`src/rtl/ram_arb_pkg.sv`:
```
// rtl/ram_arb_pkg.sv - shared state encoding, direction and port constants for ram_arbiter
package ram_arb_pkg;

    localparam int DEF_ADDR_W = 8;
    localparam int DEF_DATA_W = 4;

    localparam logic RW_READ  = 1'b1;
    localparam logic RW_WRITE = 1'b0;

    localparam logic PORT_CPU = 1'b0;
    localparam logic PORT_AUX = 1'b1;

    typedef enum logic [1:0] {
        ST_IDLE  = 2'd0,
        ST_ISSUE = 2'd1,
        ST_RESP  = 2'd2
    } arb_state_t;

endpackage

```
`src/rtl/ram_arbiter_rr_pick2.sv`:
```
// rtl/ram_arbiter_rr_pick2.sv - two-way request picker (round-robin, or CPU priority with RAM_ARB_FIXED_PRIO_EN)
module rr_pick2
    import ram_arb_pkg::*;
(
    input  logic i_req0,
    input  logic i_req1,
    input  logic i_last,
    output logic o_winner,
    output logic o_any_req
);

`ifdef RAM_ARB_FIXED_PRIO_EN
    logic w_unused_last;
    assign w_unused_last = i_last;
`endif

    always_comb begin
        o_any_req = i_req0 | i_req1;
        o_winner  = PORT_CPU;
        if (i_req0 && i_req1) begin
`ifdef RAM_ARB_FIXED_PRIO_EN
            o_winner = PORT_CPU;
`else
            // On a tie the port that did not win last time goes next
            o_winner = ~i_last;
`endif
        end else if (i_req1) begin
            o_winner = PORT_AUX;
        end
    end

endmodule

```
`src/rtl/ram_arbiter.sv`:
```
// rtl/ram_arbiter.sv - shares one single-port sync RAM between CPU (port 0) and loader (port 1); option RAM_ARB_FIXED_PRIO_EN
module ram_arbiter
    import ram_arb_pkg::*;
#(
    parameter int ADDR_W = DEF_ADDR_W,
    parameter int DATA_W = DEF_DATA_W
) (
    input  logic              clk,
    input  logic              rst_n,
    input  logic              req0,
    input  logic              rw0,
    input  logic [ADDR_W-1:0] addr0,
    input  logic [DATA_W-1:0] wdata0,
    output logic              gnt0,
    output logic [DATA_W-1:0] rdata0,
    output logic              rvalid0,
    input  logic              req1,
    input  logic              rw1,
    input  logic [ADDR_W-1:0] addr1,
    input  logic [DATA_W-1:0] wdata1,
    output logic              gnt1,
    output logic [DATA_W-1:0] rdata1,
    output logic              rvalid1,
    output logic              ram_RW,
    output logic              ram_EN,
    output logic [ADDR_W-1:0] ram_address_bus,
    output logic [DATA_W-1:0] ram_data_bus_c2r,
    input  logic [DATA_W-1:0] ram_data_bus_r2c
);

    arb_state_t r_state;
    logic       r_last;
    logic       r_sel;
    logic       w_winner;
    logic       w_any_req;

    rr_pick2 u_pick (
        .i_req0    (req0),
        .i_req1    (req1),
        .i_last    (r_last),
        .o_winner  (w_winner),
        .o_any_req (w_any_req)
    );

    always_ff @(posedge clk) begin
        if (!rst_n) begin
            r_state          <= ST_IDLE;
            r_last           <= PORT_AUX;
            r_sel            <= PORT_CPU;
            ram_EN           <= 1'b0;
            ram_RW           <= RW_READ;
            ram_address_bus  <= '0;
            ram_data_bus_c2r <= '0;
            gnt0             <= 1'b0;
            gnt1             <= 1'b0;
            rvalid0          <= 1'b0;
            rvalid1          <= 1'b0;
            rdata0           <= '0;
            rdata1           <= '0;
        end else begin
            rvalid0 <= 1'b0;
            rvalid1 <= 1'b0;
            case (r_state)
                ST_IDLE: begin
                    if (w_any_req) begin
                        r_sel  <= w_winner;
                        r_last <= w_winner;
                        ram_EN <= 1'b1;
                        if (w_winner == PORT_AUX) begin
                            ram_RW           <= rw1;
                            ram_address_bus  <= addr1;
                            ram_data_bus_c2r <= wdata1;
                            gnt1             <= 1'b1;
                        end else begin
                            ram_RW           <= rw0;
                            ram_address_bus  <= addr0;
                            ram_data_bus_c2r <= wdata0;
                            gnt0             <= 1'b1;
                        end
                        r_state <= ST_ISSUE;
                    end
                end
                ST_ISSUE: begin
                    // Address/data stay parked; only the enable and grant are one-cycle pulses
                    ram_EN  <= 1'b0;
                    gnt0    <= 1'b0;
                    gnt1    <= 1'b0;
                    r_state <= (ram_RW == RW_READ) ? ST_RESP : ST_IDLE;
                end
                ST_RESP: begin
                    if (r_sel == PORT_AUX) begin
                        rdata1  <= ram_data_bus_r2c;
                        rvalid1 <= 1'b1;
                    end else begin
                        rdata0  <= ram_data_bus_r2c;
                        rvalid0 <= 1'b1;
                    end
                    r_state <= ST_IDLE;
                end
                default: r_state <= ST_IDLE;
            endcase
        end
    end

endmodule

```
`config.mk`:
```
export PLATFORM = sky130hd
export DESIGN_NAME = ram_arbiter
export DESIGN_NICKNAME = d
export VERILOG_FILES = /design/src/rtl/ram_arb_pkg.sv /design/src/rtl/ram_arbiter_rr_pick2.sv /design/src/rtl/ram_arbiter.sv
export SDC_FILE = /design/constraint.sdc
export NUM_CORES = 1
export LEC_CHECK = 0
export CORE_ASPECT_RATIO = 1.1
export CORE_MARGIN = 8
export CORE_UTILIZATION = 40
export DETAILED_ROUTE_END_ITERATION = 6
export DONT_BUFFER_PORTS = 1
export PLACE_DENSITY = 0.6
export SYNTH_ARGS = -nofsm -noshare
export SYNTH_HDL_FRONTEND = slang
export SYNTH_SLANG_ARGS = --single-unit
```
`constraint.sdc`:
```
create_clock -name clk -period 1.65 [get_ports clk]
set_clock_uncertainty 0.1 [all_clocks]
set_input_delay 0.165 -clock clk [delete_from_list [all_inputs] [get_ports clk]]
set_output_delay 0.165 -clock clk [all_outputs]
set_load 0.03 [all_outputs]
```
Yosys cells after proc, flatten, opt, wreduce, memory -nomap -nowiden
Index checks and enable logic that the tools add are counted.
{"block": "totals", "wordCells": 49, "n_memories": 0, "rom_bits": 0, "mem_bits_rw": 0, "register_bits": 30, "output_inout_bits": 26, "latchBits": 0}
{"block": "classes", "add_sub_neg": 0, "mul": 0, "n_mux": 18, "reduce_logical": 10, "eq_ne": 5, "n_shift": 0, "div_mod_pow": 0, "bitwise_logic": 3, "n_lt_le_gt_ge": 0}
{"cell": "$mux 1", "n": 10}
{"cell": "$reduce_and 2->1", "n": 5}
{"cell": "$mux 8", "n": 1}
{"cell": "$pmux 1 s2", "n": 3}
{"cell": "$reduce_and 3->1", "n": 2}
{"cell": "$mux 2", "n": 2}
{"cell": "$mux 4", "n": 1}
{"cell": "$ne 2x2->1 const B", "n": 2}
{"cell": "$pmux 2 s2", "n": 1}
{"cell": "$eq 2x1->1 const B", "n": 1}
{"cell": "$eq 2x2->1 const B", "n": 1}
{"cell": "$logic_not 2->1", "n": 1}
{"cell": "$ne 2x1->1 const B", "n": 1}
{"cell": "$not 1->1", "n": 2}
{"cell": "$reduce_bool 2->1", "n": 1}
{"cell": "$logic_and 1x1->1", "n": 1}
{"cell": "$or 1x1->1", "n": 1}

Longest topological paths before layout
{"block": "depth", "depth_word": 5, "mapped_depth": 5}

Hierarchy
A second synthesis with hierarchy kept.
{"block": "hier_totals", "cells_unflattened": 127, "area_unflattened_um2": 1209.9}
{"module": "ram_arbiter", "cells_each": 125, "area_each_um2": 1196.1, "n_inst": 1}
{"module": "rr_pick2", "cells_each": 2, "area_each_um2": 13.8, "n_inst": 1}

Least setup slack after synthesis
Ideal clock, no wire load.
{"block": "synth_path", "path_type": "register -> register", "startpoint": "reg r_state[1]", "endpoint": "reg rdata1[0]", "synth_period_minus_slack_ps": 1389, "required_time_ps": 1422, "arrival_ps": 1161, "path_buffers": 1, "path_slack_ps": 261, "setup_time_ps": 128, "path_stages_with_launch": 6, "path_cell_list": "dfxtp_1 > inv_2 > or3_1 > buf_6 > mux2i_1 > nor2_1"}
{"block": "synth_via", "elab_chain_len": 2}
{"item": "from (decl)", "line_no": "ram_arbiter.sv:31", "source": "arb_state_t r_state;"}
{"item": "from (signal assigned)", "line_no": "ram_arbiter.sv:88", "source": "r_state <= (ram_RW == RW_READ) ? ST_RESP : ST_IDLE;"}
{"item": "$eq 2x2->1", "line_no": "ram_arbiter.sv:63", "source": "case (r_state)"}
{"item": "$reduce_and 2->1 (no line)"}
{"item": "to (signal assigned)", "line_no": "ram_arbiter.sv:92", "source": "rdata1 <= ram_data_bus_r2c;"}
{"item": "to (decl)", "line_no": "ram_arbiter.sv:22", "source": "output logic [DATA_W-1:0] rdata1,"}
No other way between the ends.
A chain may end at the register's enable or synchronous reset.

Worst setup path in the final report
Same ends and word-level chain as after synthesis.

==> key figures <==
Timing
  – Final WS setup: 123.1 ps
  – Final max-slew violation count: 0
  – Post-Route Setup TNS: 0 ps
  – Final period utilization: 92.54%
  – RSZ-0062 raised after global routing: false
  – Fin crit period: 1527 ps
  – Number of setup violations in the final report: 0
  – Slew Limit Headroom: 70.36%
  – Achievable Freq: 654.9 MHz
  – Worst-margin pin slew: 443.1 ps
  – Final Hold Vio Count: 0

Clock network
  – Setup repair bufs after CTS: 0
  – CTS Root Cell: clkbuf_4
  – CTS Buf Count: 5
  – H-tree depth: 2
  – TritonCTS Sinks: 30
  – Clock buffer depth: 2
  – Worst skew pair latency: 330 ps
  – PostCTS Resize Cnt: 0
  – Clock slew at reported path FFs: 90 ps
  – CTS tree: yes

Worst hold path
  – Hold path depth: 3
  – WHS Endpoint: ram_RW
  – Worst min-delay path class: in -> reg
  – Hold Startpoint: rw1

Critical path
  – Type of element launching the critical path: register
  – Worst setup path class: reg -> reg
  – Setup slack, reg-to-reg: 120 ps
  – Worst Path Max Fanout: 7
  – CP Data Required Time: 1770 ps
  – Crit-path slowest cell: dfxtp_1
  – Beginning of the worst register-to-register path: r_state[1]
  – CP endpoint kind: register
  – Crit path cell chain: inv_2 > or3_1 > mux2i_1 > nor2_1
  – Worst R2R End: rdata1[0]
  – Cells on worst reg2reg path: 4
  – Crit-path max cell delay: 480 ps
  – CP arrival: 1650 ps

GRT
  – Largest net degree at the start of global routing: 28
  – Initial antenna violation count: 0
  – GRT overflow: 0
  – Total track usage: 14.97%
  – Vias in the first global route: 1164
  – First-pass GRT wire length: 5437 µm

Final layout
  – Most frequent cells in the layout: 32 x dlygate4sd3_1, 30 x dfxtp_1, 28 x nand2_1, 18 x nor2_1
  – Share of post-route cells with drive strength above 1: 10.00%
  – Antenna cells: 0
  – Commonest non-fill, non-tap cell in the layout: dlygate4sd3_1
  – Nets: 203
  – Design area: 1582 µm²
  – Post-route insts no fill: 203
  – Layout area overhead: 34.47%
  – FILL cells: 230
  – Final Util: 56.94%

Yosys
  – Dominant cell type by area after synthesis: dfxtp_1
  – Post-synth cell types: 24
  – Main synth FF type: dfxtp_1
  – Cells after Synth: 135
  – Asr flop ratio synth: 0%
  – Seq/Total Area, Yosys: 51.06%
  – EDFF count, synth: 0
  – Syn nets: 169
  – Syn. warnings: 0
  – Avg Cell Area, Syn: 8.712 µm²
  – Netlist Area Pre-Place: 1176 µm²
  – Post-synth top area share: 51.06%
  – Synth area leaders: dfxtp_1 51%, nand2_1 8.9%, a31oi_1 6.9%
  – Yosys reg bits: 30

Floorplanning
  – Io pins: 60
  – Row count: 20
  – Die height: 72.87 µm
  – Die Area: 4933 µm²
  – Chip Width: 67.70 µm
  – Core region area: 2778 µm²
  – Initial core utilization: 42.34%

Placed design
  – GPL Wtd Cong: 0.6941
  – Dpl cells: 163
  – Dpl ws: 142.4 ps
  – Port bufs: 0
  – DP Wirelength: 2156 µm
  – Cell Area, Placed: 1197 µm²

Route
  – Drt wl/cell: 17.05 µm
  – Via count: 1122
  – Detailed Route WL: 3462 µm
  – DRC: 0
  – Initial DRC Count: 61
  – Detailed Routing Iterations Pass 1: 4
  – Vias per cell: 5.527
  – Antenna Nets Post-Route: 0

Flow run
  – Maxcap violations: 0

Status
  – Status: finished clean

Power and ir drop
  – Pleak: 0.6489 nW
  – PD cells: 1029 nW/µm²
  – Worst ir drop on vdd: 0.6839 mV
## synthesized netlist by cell type (all sizes together), types with 2 or more instances
cell    count
nor4        2
inv         3
dfxtp      30
mux2i       8
clkbuf      4
o21ai      13
nand2      28
a31oi      13
nor2       18
buf         4
nor3        2
## state kept, by name, summed over array words and instances, names as in the netlist
signal / cells
gnt0: 1
ram_address_bus: 8
ram_EN: 1
ram_data_bus_c2r: 4
rvalid1: 1
ram_RW: 1
rdata0: 4
r_state: 2
r_last: 1
r_sel: 1
rvalid0: 1
gnt1: 1
rdata1: 4
## critical path: cells and delay by family (launching register included)
kind	cells	cell delay, ps
mux	1	200
flops	1	480
buf+inv	1	130
simple gates	2	510
## layer usage
layer / up-vias / share of wire (%) / GRT usage [%]
met5: - / 0 / 0
met4: 0 / 2.9 / 9.302
met3: 10 / 9.6 / 6.144
met2: 63 / 53 / 25.92
met1: 517 / 34 / 14.07
li1: 532 / - / -
## worst max-delay path by stage
stage,start,endpoint,slack [ps]
global placement,r_state[1],rdata1[0],200
CTS,r_state[1],rdata1[2],120
finish,r_state[1],rdata1[0],120
floorplan,r_state[1],rdata1[0],260
detailed placement,r_state[1],rdata1[0],140
global route,r_state[1],rdata1[3],20
## through the flow
stage | total power (W) | hold slack [ps]
after floorplan | 0.001071 | 203.3
after global placement | 0.001103 | 147.4
after detailed placement | 0.001112 | 150.0
after CTS | 0.001642 | 1.345
after global routing | 0.001718 | 9.500
final | 0.001628 | 9.834
## cell families (layout without fill, tap and decap cells)
kind of cell,after synthesis,after routing,synth area share [%]
flip-flops,30,30,51.06
AND/OR/NAND/NOR,54,54,20.96
buffers and inverters,11,46,4.573
multiplexers,8,8,6.809
AO/OA/AOI/OAI,32,32,16.60
## layout make-up
type                    count  area, µm²  area share (%)
inverters                   3      11.26          0.7120
clock inverters             2      12.51          0.7911
repair buffers             35      342.8           21.68
well taps                  33      41.29           2.611
clock buffers               6      51.30           3.244
multi-input cells          94      521.8           32.99
flip-flops and latches     30      600.6           37.97
## timing repair
item                                    in CTS  in global routing
endpoints found under the setup margin       0                  0
hold buffers                                32                  0
endpoints found under the hold margin       24                  0
## power by group
| part | switching [W] | internal [W] |
|---|---|---|
| clock | 0.000258 | 0.000204 |
| sequential | 0.000148 | 0.000783 |
| combinational | 0.000116 | 0.000119 |
Note: power is estimated with default switching activity, not from simulation.
